<file path="config.mk">
export PLATFORM = sky130hd
export DESIGN_NAME = vga_rx_monitor
export DESIGN_NICKNAME = d
export VERILOG_FILES = /design/src/rtl/vga_rx_monitor.sv
export SDC_FILE = /design/constraint.sdc
export NUM_CORES = 1
export LEC_CHECK = 0
export ABC_AREA = 1
export ABC_CLOCK_PERIOD_IN_PS = 5500
export BUFFER_PORTS_ARGS = -buffer_cell sky130_fd_sc_hd__buf_2
export CORE_MARGIN = 4
export CORE_UTILIZATION = 40
export DETAILED_ROUTE_END_ITERATION = 10
export PLACE_DENSITY = 0.63
export SLEW_MARGIN = 15
export SYNTH_ARGS = -nofsm -noshare
export SYNTH_HDL_FRONTEND = slang
export SYNTH_SLANG_ARGS = --single-unit
</file>
<file path="constraint.sdc">
create_clock -name mclk -period 5.5 [get_ports mclk]
set_clock_uncertainty 0.1 [all_clocks]
set_input_delay 0.825 -clock mclk [delete_from_list [all_inputs] [get_ports mclk]]
set_output_delay 0.825 -clock mclk [all_outputs]
set_load 0.005 [all_outputs]
</file>
<file path="src/rtl/vga_rx_monitor.sv">
// Receive-side VGA monitor: recovers pixel coordinates from hsync/vsync, checks
// 640x480@60 timing, builds a per-frame rotate-XOR checksum and tracks lock state.
module vga_rx_monitor #(
  parameter int H_VIS       = 640,
  parameter int H_FP        = 16,
  parameter int H_SYNC      = 96,
  parameter int H_BP        = 48,
  parameter int V_VIS       = 480,
  parameter int V_FP        = 10,
  parameter int V_SYNC      = 2,
  parameter int V_BP        = 33,
  parameter int LOCK_FRAMES = 2
) (
  input  logic        mclk,
  input  logic        rst,
  input  logic        pix_ce,
  input  logic        hsync,
  input  logic        vsync,
  input  logic [3:0]  red,
  input  logic [3:0]  green,
  input  logic [3:0]  blue,
  output logic        px_valid,
  output logic [9:0]  px_x,
  output logic [8:0]  px_y,
  output logic [11:0] px_rgb,
  output logic        frame_done,
  output logic [15:0] frame_sum,
  output logic [15:0] frame_cnt,
  output logic        locked,
  output logic [3:0]  err
);

  localparam int H_TOT = H_VIS + H_FP + H_SYNC + H_BP;
  localparam int V_TOT = V_VIS + V_FP + V_SYNC + V_BP;
  localparam int H_OFF = H_SYNC + H_BP;
  localparam int V_OFF = V_SYNC + V_BP;

  typedef enum logic [1:0] {HUNT, SYNCED, LOCKED} state_t;

  state_t      state, state_n;
  logic [3:0]  clean_cnt, clean_n, clean_inc;
  logic        frame_bad, bad_n, publish;

  logic        hs_prev, vs_prev;
  logic [11:0] h_cnt, hs_w;
  logic [10:0] v_cnt, vs_w;
  logic [15:0] run_sum;

  logic        h_fall, h_rise, v_fall, v_rise;
  logic [11:0] h_cur;
  logic [12:0] line_len;
  logic [10:0] v_lines, v_cur;
  logic [3:0]  mis, flag;
  logic        capture;
  logic [11:0] rgb;
  logic [15:0] sum_next;

  assign h_fall = pix_ce & hs_prev & ~hsync;
  assign h_rise = pix_ce & ~hs_prev & hsync;
  assign v_fall = pix_ce & vs_prev & ~vsync;
  assign v_rise = pix_ce & ~vs_prev & vsync;

  // Position of the current sample; the hsync edge is applied before the vsync edge.
  assign h_cur    = h_fall ? 12'd0 : ((&h_cnt) ? h_cnt : h_cnt + 12'd1);
  assign line_len = {1'b0, h_cnt} + 13'd1;
  assign v_lines  = (h_fall && !(&v_cnt)) ? v_cnt + 11'd1 : v_cnt;
  assign v_cur    = v_fall ? 11'd0 : v_lines;

  assign mis = {v_rise && (vs_w != 11'(V_SYNC)),
                v_fall && (v_lines != 11'(V_TOT)),
                h_rise && (hs_w != 12'(H_SYNC)),
                h_fall && (line_len != 13'(H_TOT))};
  assign flag = (state == HUNT) ? 4'd0 : mis;

  assign capture = pix_ce && (state != HUNT) &&
                   (h_cur >= 12'(H_OFF)) && (h_cur < 12'(H_OFF + H_VIS)) &&
                   (v_cur >= 11'(V_OFF)) && (v_cur < 11'(V_OFF + V_VIS));

  assign rgb       = {red, green, blue};
  assign sum_next  = {run_sum[14:0], run_sum[15]} ^ {4'd0, rgb};
  assign clean_inc = clean_cnt + 4'd1;
  assign locked    = (state == LOCKED);

  always_ff @(posedge mclk or posedge rst) begin
    if (rst) begin
      state     <= HUNT;
      clean_cnt <= 4'd0;
      frame_bad <= 1'b0;
    end else begin
      state     <= state_n;
      clean_cnt <= clean_n;
      frame_bad <= bad_n;
    end
  end

  // A frame counts as clean only if no mismatch occurred up to and including its closing edge.
  always_comb begin
    state_n = state;
    clean_n = clean_cnt;
    bad_n   = frame_bad;
    publish = 1'b0;
    if (pix_ce) begin
      if (state == HUNT) begin
        if (v_fall) begin
          state_n = SYNCED;
          clean_n = 4'd0;
          bad_n   = 1'b0;
        end
      end else begin
        if (|flag) begin
          bad_n   = 1'b1;
          clean_n = 4'd0;
          if (state == LOCKED) state_n = SYNCED;
        end
        if (v_fall) begin
          publish = 1'b1;
          bad_n   = 1'b0;
          if (state == SYNCED && !frame_bad && !(|flag)) begin
            if (clean_inc >= 4'(LOCK_FRAMES)) begin
              state_n = LOCKED;
              clean_n = 4'd0;
            end else begin
              clean_n = clean_inc;
            end
          end
        end
      end
    end
  end

  always_ff @(posedge mclk or posedge rst) begin
    if (rst) begin
      hs_prev    <= 1'b0;
      vs_prev    <= 1'b0;
      h_cnt      <= 12'd0;
      hs_w       <= 12'd0;
      v_cnt      <= 11'd0;
      vs_w       <= 11'd0;
      run_sum    <= 16'd0;
      px_valid   <= 1'b0;
      px_x       <= 10'd0;
      px_y       <= 9'd0;
      px_rgb     <= 12'd0;
      frame_done <= 1'b0;
      frame_sum  <= 16'd0;
      frame_cnt  <= 16'd0;
      err        <= 4'd0;
    end else begin
      px_valid   <= 1'b0;
      frame_done <= 1'b0;
      if (pix_ce) begin
        hs_prev <= hsync;
        vs_prev <= vsync;
        h_cnt   <= h_cur;
        v_cnt   <= v_cur;
        err     <= err | flag;
        if (h_fall)
          hs_w <= 12'd1;
        else if (!hsync && !(&hs_w))
          hs_w <= hs_w + 12'd1;
        // vsync width is measured in lines, so it only advances on hsync falls.
        if (v_fall)
          vs_w <= 11'd1;
        else if (h_fall && !vsync && !(&vs_w))
          vs_w <= vs_w + 11'd1;
        if (capture) begin
          px_valid <= 1'b1;
          px_x     <= 10'(h_cur - 12'(H_OFF));
          px_y     <= 9'(v_cur - 11'(V_OFF));
          px_rgb   <= rgb;
          run_sum  <= sum_next;
        end
        if (v_fall) run_sum <= 16'd0;
        if (publish) begin
          frame_sum  <= run_sum;
          frame_cnt  <= frame_cnt + 16'd1;
          frame_done <= 1'b1;
        end
      end
    end
  end

endmodule

</file>
Word-level counts from Yosys, hierarchy flattened

Index checks and enable logic that the tools add are counted.

Register bits after elaboration: 140
Input bits: 17
Output and inout bits: 70
Logic and storage cells: 128

Add/subtract/negate cells: 9
$lt $le $gt $ge: 5
Equality and inequality tests: 7
Multiplexer cells: 35
Bitwise logic cells: 14
Reduce and logical (&&, ||, !) cells: 40

Operator list:

| operator              | number |
|---|---|
| $mux 12               | 4 |
| $mux 11               | 4 |
| $mux 16               | 2 |
| $mux 4                | 7 |
| $add 12x1->12 const B | 2 |
| $reduce_and 12->1     | 2 |
| $add 11x1->11 const B | 2 |
| $reduce_and 11->1     | 2 |
| $add 16x1->16 const B | 1 |
| $xor 16x12->16        | 1 |
| $logic_and 1x1->1     | 15 |
| $mux 2                | 7 |
| $add 12x1->13 const B | 1 |
| $ne 13x10->1 const B  | 1 |
| $ge 12x8->1 const B   | 1 |
| $lt 12x10->1 const B  | 1 |
| $ne 12x7->1 const B   | 1 |
| $reduce_and 2->1      | 6 |
| $ge 11x6->1 const B   | 1 |
| $lt 11x10->1 const B  | 1 |
| $mux 1                | 11 |
| $ne 11x10->1 const B  | 1 |
| $ne 11x2->1 const B   | 1 |
| $reduce_bool 2->1     | 5 |
| other kinds (14)      | 30 |

Depth between registers and ports, before layout

Depth in word-level cells: 13
Gate-level depth with buffers: 19
Depth with buffers taken out: 18

Least setup slack after synthesis

Ideal clock, no wire load.

Path kind: input to register
Start: in pix_ce
End: reg run_sum[2]
Library setup time: 0.118 ns
Arrival: 2.731 ns
Data required time: 5.282 ns
Path slack: 2.551 ns
Stages: 15
Buffers on the path: 3
Cells stage by stage: inv_2 -> nor3_4 -> clkbuf_1 -> clkbuf_1 -> nor2_1 -> ha_1 -> nand2_1 -> nor3_1 -> nand4_1 -> nand3_1 -> nand3_4 -> inv_4 -> buf_6 -> nand2_1 -> nand2_1

Longest elaborated chain between the ends: 10
Elaborated cells on any way between the ends: 20
Classes of those cells: order compare: 4; mux: 4; bitwise: 4; reduce/logical: 8

Ends and longest elaborated chain:

| element                              | RTL line | RTL |
|---|---|---|
| start: declaration                   | 16       | `input logic pix_ce,` |
| $and 1x1->1 (2 in series)            | 58       | `assign h_fall = pix_ce & hs_prev & ~hsync;` |
| $logic_and 1x1->1                    | 66       | `assign v_lines = (h_fall && !(&v_cnt)) ? v_cnt + 11'd1 : v_cnt;` |
| $mux 11                              | 66       |  |
| $mux 11 *                            | 67       | `assign v_cur = v_fall ? 11'd0 : v_lines;` |
| named net v_cur[1]                   | 52       | `logic [10:0] v_lines, v_cur;` |
| $ge 11x6->1                          | 77       | `(v_cur >= 11'(V_OFF)) && (v_cur < 11'(V_OFF + V_VIS));` |
| $logic_and 1x1->1                    | 76       | `(h_cur >= 12'(H_OFF)) && (h_cur < 12'(H_OFF + H_VIS)) &&` |
| $logic_and 1x1->1 *                  | 77       |  |
| $reduce_bool 2->1 (no source line) * | n/a      |  |
| $reduce_and 2->1 (no source line) *  | n/a      |  |
| end signal: assignment               | 171      | `run_sum <= sum_next;` |
| end: declaration                     | 47       | `logic [15:0] run_sum;` |

The timed path passes the listed nets; every way through them passes the cells marked *.
A chain may end at the register's enable or synchronous reset.

Worst setup path in the final report

Start: reg h_cnt[0]
End: reg run_sum[0]

Longest elaborated chain between the ends: 10
Elaborated cells on any way between the ends: 12
Classes of those cells: add/sub: 1; order compare: 2; mux: 2; reduce/logical: 7

Ends and longest elaborated chain:

| element                                                   | RTL line | RTL |
|---|---|---|
| start: declaration                                        | 45       | `logic [11:0] h_cnt, hs_w;` |
| start signal: assignment                                  | 154      | `h_cnt <= h_cur;` |
| $add 12x1->12 / $reduce_and 12->1 (equally long branches) | 64       | `assign h_cur = h_fall ? 12'd0 : ((&h_cnt) ? h_cnt : h_cnt + 12'd1);` |
| $mux 12 * (2 in series)                                   | 64       |  |
| named net h_cur[4]                                        | 50       | `logic [11:0] h_cur;` |
| $ge 12x8->1                                               | 76       |  |
| $logic_and 1x1->1                                         | 75       | `assign capture = pix_ce && (state != HUNT) &&` |
| $logic_and 1x1->1 * (2 in series)                         | 76       |  |
| $logic_and 1x1->1 *                                       | 77       |  |
| $reduce_bool 2->1 (no source line) *                      | n/a      |  |
| $reduce_and 2->1 (no source line) *                       | n/a      |  |

Marks and branches as above.

==> reports/summary.txt <==
status: finished clean
Hold WS: 0.361 ns
# setup viols final: 0
Crit Path Class: reg2reg
Post-synth ARST share: 1.00
Worst setup SP type: flop
top routing layer used: met4
CTS tree: built
Synth area leader: dfrtp_1
Worst-Skew Late Latency: 0.42 ns
via count: 5970
Clock Sink Count: 140
largest net degree at the start of global routing: 94
r2r startpoint: h_cnt[0]$_DFFE_PP0P_
clk slew on worst S/H paths: 0.06 ns
cell area after synthesis: 7090 sq um
Final GP Congestion: 0.860
vias in the first global route: 5790
metal1 wirelength: 7530 microns
Post-synth EDFFs: 0
synth-to-layout area growth: 17.4%
Hold Path Class: reg2reg
post-synth net total: 927
sequential-to-total area share from yosys stat: 0.494
most used flip-flop cell after synthesis: dfrtp_1
total track usage: 0.168
setup TNS: 0 ns
I/O pin count: 87
maxcap violations: 0
clock network power share: 0.376
PD cells: 385 nW/um^2
combinational group share of total power: 0.194
count of cell types in the netlist: 39
register-to-register setup slack: 1.28 ns
internal cell power: 2260 uW
Area contributors post-synth: dfrtp_1 (49%), nand2_1 (15%), inv_1 (5.1%)
via-per-instance ratio: 4.89
root buf cell: clkbuf_16
GRT overflow: 0
total CTS buffers: 17
hold-fix buffers at CTS: 0
syn avg cell area: 7.90 sq um
Syn. warnings: 0
initial antenna violation count: 0
Mapped Cells: 898
Row Count: 48
layout cells sized above 1: 0.147
overall die area: 19900 sq um
Worst EP arrival: 4.48 ns
min-delay src: err[2]$_DFFE_PP0P_
per-cell routed wire length: 13.0 microns
Slew headroom: 0.455
core box area: 17400 sq um
Die Ht: 141 microns
Max Freq: 237 MHz
CP endpoint kind: flop
RSZ-0062 raised after global routing: no
input/output buffers: 86
final WL: 15900 microns
fin crit share: 0.768
Final Max Tran Viols: 0
area share of the largest cell type after synthesis: 0.494
H-tree level count: 4
Synth top cells by count: nand2_1 (289), dfrtp_1 (140), inv_1 (97)
Pre-Repair DR Iteration Count: 5
Clock Path Buffers: 2
DRC viols: 0
Setup crit start: h_cnt[0]$_DFFE_PP0P_
#FFs+latches synth: 140
total leakage power: 0.00437 uW
met3 WL post-DR: 636 microns
Initial Util: 0.409
worst endpoint required time: 5.75 ns
sw power: 943 uW
Final Net Count: 1012
global-route wire length before repair: 27800 microns
count leader, synth: nand2_1
met2 wire len: 7450 microns
Least-Margin Pin Slew: 0.817 ns
final core utilization: 0.480
DRT iter0 DRCs: 448
min Tclk post-route: 4.22 ns
Post-CTS Resized: 0
final HPWL from detailed placement: 11300 microns
Die X: 141 microns
Post-CTS Setup Bufs: 0
Hold Vio Cnt, Final: 0
critical path peak fanout: 61
Antenna Nets Post-Route: 0
number of fill cells: 1697
switching share of power: 0.295
antenna diode count: 0
part of the power in registers: 0.431
worst ir drop on vdd: 0.245 mV
-- registers in the layout (all words and copies together) (netlist names), 11 cells and up --
register	cells
frame_cnt	16
frame_sum	16
run_sum	16
h_cnt	12
hs_w	12
px_rgb	12
v_cnt	11
vs_w	11
-- cell type report --
class	count	area [sq um]	area share
Multi-Input combinational cell	632	3070	0.369
Sequential cell	140	3500	0.421
Tap cell	225	282	0.0338
Clock inverter	11	154	0.0185
Clock buffer	21	470	0.0565
Timing Repair Buffer	88	445	0.0535
Inverter	104	399	0.0480
-- logic make-up after synthesis --
kind of cell,share of synthesized area
AO/OA/AOI/OAI,0.0716
buffers and inverters,0.0732
flip-flops,0.494
AND/OR/NAND/NOR,0.296
adder cells (fa/ha/maj),0.0212
XOR/XNOR,0.0445
-- placed cells by master (no fill, tap or decap), types with 3 or more instances in the layout --
cell type	synthesis	layout
nor3_1	20	20
nand3_1	69	69
clkbuf_16	0	17
xor2_1	24	24
xnor2_1	12	12
nand2_2	5	5
o21ai_0	43	43
o21bai_1	5	5
nor2_2	4	4
dfrtp_1	140	140
clkbuf_8	0	3
buf_2	4	86
nand2_1	289	289
a21oi_1	30	30
bufinv_16	0	3
inv_6	0	5
inv_1	97	96
nor2_1	69	69
o21ai_1	13	13
inv_2	5	5
nand4_1	19	19
ha_1	12	12
-- critical path: stages (launching register included) --
cell	delay [ns]
dfrtp_1	0.47
ha_1	0.24
nand3_1	0.18
inv_1	0.14
nand3_1	0.38
a21oi_1	0.48
inv_1	0.11
ha_1	0.26
a21oi_2	0.18
nor2_1	0.06
nand3_1	0.10
nand2_1	0.06
inv_1	0.10
nand3_4	0.53
inv_4	0.54
nand2_1	0.10
nand2_1	0.08
-- through the flow --
stage | total power (uW) | instance area, sq um | worst slack (ns) | cells
2_1_floorplan | 1750 | 7090 | 0.822 | 898
3_3_place_gp | 2020 | 7700 | 1.33 | 1189
3_5_place_dp | 2030 | 7700 | 1.26 | 1189
4_1_cts | 3240 | 8320 | 1.30 | 1221
5_1_grt | 3410 | 8320 | 0.838 | 1221
6_report | 3200 | 8320 | 1.28 | 1221
-- routing by layer --
layer  GRT usage  up-vias
met2       0.270      124
li1            -     3043
met5           0        -
met1       0.231     2777
met3      0.0346       26
met4      0.0500        0
-- power groups by stage --
stage / combinational, uW / sequential [uW] / clock (uW)
finish: 621 / 1380 / 1200
CTS: 634 / 1380 / 1230
floorplan: 362 / 1390 / 0
detailed placement: 632 / 1390 / 0
global placement: 622 / 1390 / 0
global route: 726 / 1410 / 1280
-- worst paths after layout --
check / end / cells past startpoint
hold reg to reg: err[2]$_DFFE_PP0P_ / 2
setup / recovery: run_sum[0]$_DFFE_PP0P_ / 16
setup reg to reg: run_sum[0]$_DFFE_PP0P_ / 16
max in group asynchronous: state[0]$_DFFE_PP0P_ / 3
hold / removal: err[2]$_DFFE_PP0P_ / 2
min in group asynchronous: px_y[6]$_DFFE_PP0P_ / 2
Power figures use the tool's default switching activity.
